## config.mk

```make
export PLATFORM = sky130hd
export DESIGN_NAME = bus_arbiter
export DESIGN_NICKNAME = d
export VERILOG_FILES = /design/src/rtl/bus_arbiter.sv
export SDC_FILE = /design/constraint.sdc
export NUM_CORES = 1
export LEC_CHECK = 0
export ABC_AREA = 1
export CAP_MARGIN = 20
export CORE_MARGIN = 1
export CORE_UTILIZATION = 38
export CTS_CLUSTER_SIZE = 24
export DETAILED_ROUTE_END_ITERATION = 8
export GPL_ROUTABILITY_DRIVEN = 0
export PLACE_DENSITY_LB_ADDON = 0.2
export SYNTH_ARGS = -nofsm -noshare
export SYNTH_HDL_FRONTEND = slang
export SYNTH_SLANG_ARGS = --single-unit
```

## constraint.sdc

```tcl
create_clock -name i_clk -period 3.2 [get_ports i_clk]
set_input_delay 0.96 -clock i_clk [delete_from_list [all_inputs] [get_ports i_clk]]
set_output_delay 0.96 -clock i_clk [all_outputs]
set_load 0.05 [all_outputs]
```

## src/rtl/bus_arbiter.sv

```systemverilog
// bus_arbiter: registered round-robin arbiter that multiplexes several drivers onto one shared bus.
// Define BUS_ARB_LOCK_EN to enable owner lock/hold with a HOLD_MAX timeout; otherwise every grant lasts one cycle.
module bus_arbiter #(
  parameter int NREQ     = 4,
  parameter int DW       = 8,
  parameter int HOLD_MAX = 7
) (
  input  logic                    i_clk,
  input  logic                    i_rst_n,
  input  logic [NREQ-1:0]         i_req,
  input  logic [NREQ-1:0]         i_lock,
  input  logic [NREQ*DW-1:0]      i_data_in,
  output logic [NREQ-1:0]         o_gnt,
  output logic [$clog2(NREQ)-1:0] o_owner,
  output logic                    o_bus_valid,
  output logic [DW-1:0]           o_bus_out,
  output logic                    o_hold_timeout
);
  localparam int PW = $clog2(NREQ);

  typedef enum logic {IDLE, OWNED} state_t;

  state_t          r_state, w_nextState;
  logic [NREQ-1:0] r_gnt, w_nextGnt;
  logic [PW-1:0]   r_owner, w_nextOwner;
  logic [PW-1:0]   r_ptr, w_nextPtr;
  logic [PW-1:0]   w_k;
  logic [PW:0]     w_sum;
  logic [NREQ-1:0] w_rot;
  logic            w_found;
  logic            w_keep;
  logic            w_timeout;
  logic [DW-1:0]   w_bus;

`ifdef BUS_ARB_LOCK_EN
  localparam int HW = $clog2(HOLD_MAX + 1);

  logic [HW-1:0] r_hcnt, w_nextHcnt;
  logic          r_timeout;
  logic          w_locked;

  assign w_locked  = (r_state == OWNED) && i_req[r_owner] && i_lock[r_owner];
  assign w_keep    = w_locked && (r_hcnt < HW'(HOLD_MAX));
  assign w_timeout = w_locked && (r_hcnt == HW'(HOLD_MAX));

  always_comb begin
    w_nextHcnt = '0;
    if (w_keep) w_nextHcnt = r_hcnt + HW'(1);
  end

  always_ff @(posedge i_clk) begin
    if (!i_rst_n) begin
      r_hcnt    <= '0;
      r_timeout <= 1'b0;
    end else begin
      r_hcnt    <= w_nextHcnt;
      r_timeout <= w_timeout;
    end
  end

  assign o_hold_timeout = r_timeout;
`else
  logic w_unused;

  assign w_unused       = &{1'b0, i_lock};
  assign w_keep         = 1'b0;
  assign w_timeout      = 1'b0;
  assign o_hold_timeout = 1'b0;
`endif

  // Rotate requests so bit 0 is the requester at ptr; the lowest set bit wins.
  always_comb begin
    w_rot   = NREQ'({i_req, i_req} >> r_ptr);
    w_found = 1'b0;
    w_sum   = '0;
    for (int i = NREQ - 1; i >= 0; i--) begin
      if (w_rot[i]) begin
        w_found = 1'b1;
        w_sum   = {1'b0, r_ptr} + (PW+1)'(i);
      end
    end
    if (w_sum >= (PW+1)'(NREQ)) w_sum = w_sum - (PW+1)'(NREQ);
    w_k = w_sum[PW-1:0];
  end

  always_comb begin
    w_nextState = r_state;
    w_nextGnt   = r_gnt;
    w_nextOwner = r_owner;
    w_nextPtr   = r_ptr;
    if (!w_keep) begin
      if (w_found) begin
        w_nextState = OWNED;
        w_nextGnt   = NREQ'(1) << w_k;
        w_nextOwner = w_k;
        w_nextPtr   = (w_k == PW'(NREQ - 1)) ? '0 : w_k + PW'(1);
      end else begin
        w_nextState = IDLE;
        w_nextGnt   = '0;
      end
    end
  end

  always_ff @(posedge i_clk) begin
    if (!i_rst_n) begin
      r_state <= IDLE;
      r_gnt   <= '0;
      r_owner <= '0;
      r_ptr   <= '0;
    end else begin
      r_state <= w_nextState;
      r_gnt   <= w_nextGnt;
      r_owner <= w_nextOwner;
      r_ptr   <= w_nextPtr;
    end
  end

  always_comb begin
    w_bus = '0;
    for (int i = 0; i < NREQ; i++) begin
      if ((r_state == OWNED) && (r_owner == PW'(i))) w_bus = i_data_in[i*DW +: DW];
    end
  end

  assign o_gnt       = r_gnt;
  assign o_owner     = r_owner;
  assign o_bus_valid = (r_state == OWNED);
  assign o_bus_out   = w_bus;
endmodule

```

==> impl_metrics.yaml <==
global_route:
  antenna_found_initial: 0
  grt_usage_pct: 21.9
  gr-total-overflow: 0
  grt_max_degree: 16
  grt_pass1_vias: 1067
  grt_pass1_wl_um: 4370
power:
  power_frac_clock_pct: 5.7
  pwr-share-seq_pct: 15.2
  cellInternalPower_uw: 667
  p_sw_uw: 831
  power_frac_comb_pct: 79.1
  vdd_drop_max_v: 0.000707
  p_per_area_nw_per_um2: 996
  leakagePower_uw: 0.000667
  switching_share_pct: 55.5
clock_network:
  clock-sinks: 9
  cts_tree: "done"
  numCtsBuffers: 3
  clkLatencyLatePin_ns: 0.25
  cts_resized: 0
  cts-htree-levels: 1
  cts.clk_slew.worst_paths_ns: 0.06
  cts_setup_buffers: 0
  hold_buffers: 0
  clockRootBuffer: "clkbuf_4"
  clock_path_buffers: 2
sta:
  holdWs_ns: 0.493
  drv_slew: 0
  finalHoldViolations: 0
  post-route-period-util_pct: 92.4
  worst_pin_slew_ns: 0.500
  fin_setup_tns_ns: 0
  slew_headroom_pct: 66.6
  rsz0062_at_grt: "false"
  setup_violations: 0
  finalCriticalPeriod_ns: 2.96
  clock_skew_ns: 0.000776
  fmax_mhz: 338
status:
  status: "finished clean"
critical_path:
  crit_path_max_fanout: 1
  required_ns: 2.24
  crit_path_end_kind: "output pin"
  critPathKind: "in2out"
  cp-start-kind: "input port"
  cp.arrival_ns: 2.00
cells_and_area:
  final_nets: 225
  diodes: 0
  register_area_sq_um: 180
  syn2layout_area_growth_pct: 72.9
  layout.cells.non_filler: 209
  drive_gt1_share_pct: 21.4
  multi_input_comb_area_sq_um: 569
  fill_cells: 157
route:
  drt-total-wl_um: 2670
  routed_via_density: 5.34
  wl_per_cell_um: 12.8
  drc: 0
  ant_nets: 0
  vias: 1116
  drtIter0Drc: 28
  drtPass1Iterations: 4
synthesis:
  yosysSeqAreaShare_pct: 20.7
  syn_area_sq_um: 870
  ys_seq_elements: 9
  synthCells: 131
  yosysWarningCount: 0
  synth_nets: 173
  synth_cell_types: 24
  syn_avg_cell_area_sq_um: 6.64
min_path:
  hp-class: "reg2reg"
die:
  die_x_um: 49.8
  ios: 58
  initial_core_util_pct: 42.2
  die_h_um: 49.8
  coreArea_sq_um: 2060
  die-area_sq_um: 2480
  placementRows: 16
placed_design:
  place_inst: 205
  io_buffers: 52
  hpwl_um: 2200
job:
  cap_violations: 0
==> power by group through the flow <==
stage / combinational [uW] / sequential [uW] / clock, uW
CTS: 1190 / 225 / 86.5
detailed placement: 1180 / 227 / 0
floorplan: 664 / 316 / 0
finish: 1180 / 228 / 86.0
global placement: 1160 / 225 / 0
global route: 1260 / 234 / 95.0
==> stage by stage <==
stage	area, sq um	total power (uW)	setup WS (ns)	utilization (%)
detailed placement	1480	1410	0.239	71.7
finish	1500	1500	0.243	72.9
global placement	1480	1390	0.255	71.7
floorplan	870	979	0.216	-
global route	1500	1580	0.161	72.9
CTS	1500	1500	0.239	72.9
==> routing by layer <==
| layer | global-route usage (%) | wire length [um] | up-vias |
|---|---|---|---|
| li1 | - | - | 556 |
| met1 | 26.0 | 1170 | 506 |
| met2 | 41.7 | 1280 | 52 |
| met3 | 3.09 | 201 | 2 |
| met4 | 3.33 | 14 | 0 |
| met5 | 0 | 0 | - |
==> worst paths after layout <==
kind | end | depth (start not counted) | from | slack, ns
max | o_bus_out[2] | 4 | i_data_in[2] | 0.24
min | o_owner[1] | 2 | o_owner[1] | 0.49
max reg2reg | r_ptr[1] | 9 | r_ptr[0] | 1.62
min reg2reg | o_owner[1] | 2 | o_owner[1] | 0.49
==> final cells by class <==
class,count,area share (%)
Timing Repair Buffer,53,40.4
Multi-Input combinational cell,95,37.9
Sequential cell,9,12.0
Inverter,21,5.74
Tap cell,27,2.25
Clock buffer,4,1.75
==> worst max-delay path, cell delays in order <==
cell and delay, ns:
clkdlybuf4s50_1 0.45, nand4_1 0.10, a31oi_1 0.31, buf_12 0.18
==> cell families after synthesis <==
| family | after synthesis | synth area share (%) |
|---|---|---|
| compound gates | 17 | 13.5 |
| other cells | 1 | 0.431 |
| flops | 9 | 20.7 |
| buf+inv | 27 | 13.8 |
| simple gates | 77 | 51.5 |
==> cells in the mapped netlist (all sizes together) <==
cell / number / share of area, %
o22ai: 4 / 2.9
clkbuf: 4 / 1.7
o21ai: 4 / 2.7
a21oi: 1 / 1.0
nand2: 32 / 18
dfxtp: 9 / 21
a31oi: 4 / 2.9
nand3: 24 / 17
inv: 21 / 9.9
nor2: 7 / 5.0
nand4: 14 / 11
conb: 1 / 0.43
buf: 2 / 2.2
o2111ai: 4 / 4.0
==> layout by cell type, fill, tap and decap left out <==
master           synthesis  layout
nand2_1                 22      22
a31oi_1                  4       4
nand4_2                  1       1
nand3_1                 18      18
o2111ai_1                4       4
inv_2                    4       4
conb_1                   1       1
nor2_1                   4       4
nand2_2                  7       7
a21oi_2                  1       1
inv_1                   16      16
o22ai_1                  4       4
buf_4                    1       1
dfxtp_1                  9       9
o21ai_1                  3       3
clkbuf_4                 0       3
clkdlybuf4s50_1          0      44
clkbuf_1                 4       1
o21ai_2                  1       1
nand3_2                  6       6
buf_12                   0       8
nor2_2                   1       1
nand4_1                 13      13
nor2_4                   2       2
inv_8                    1       1
nand2_4                  3       3
==> registers in the layout, indices dropped and copies added (netlist names) <==
signal	flops
o_bus_valid	1
o_gnt	4
o_owner	2
r_ptr	2
Note: power is estimated with default switching activity, not from simulation.
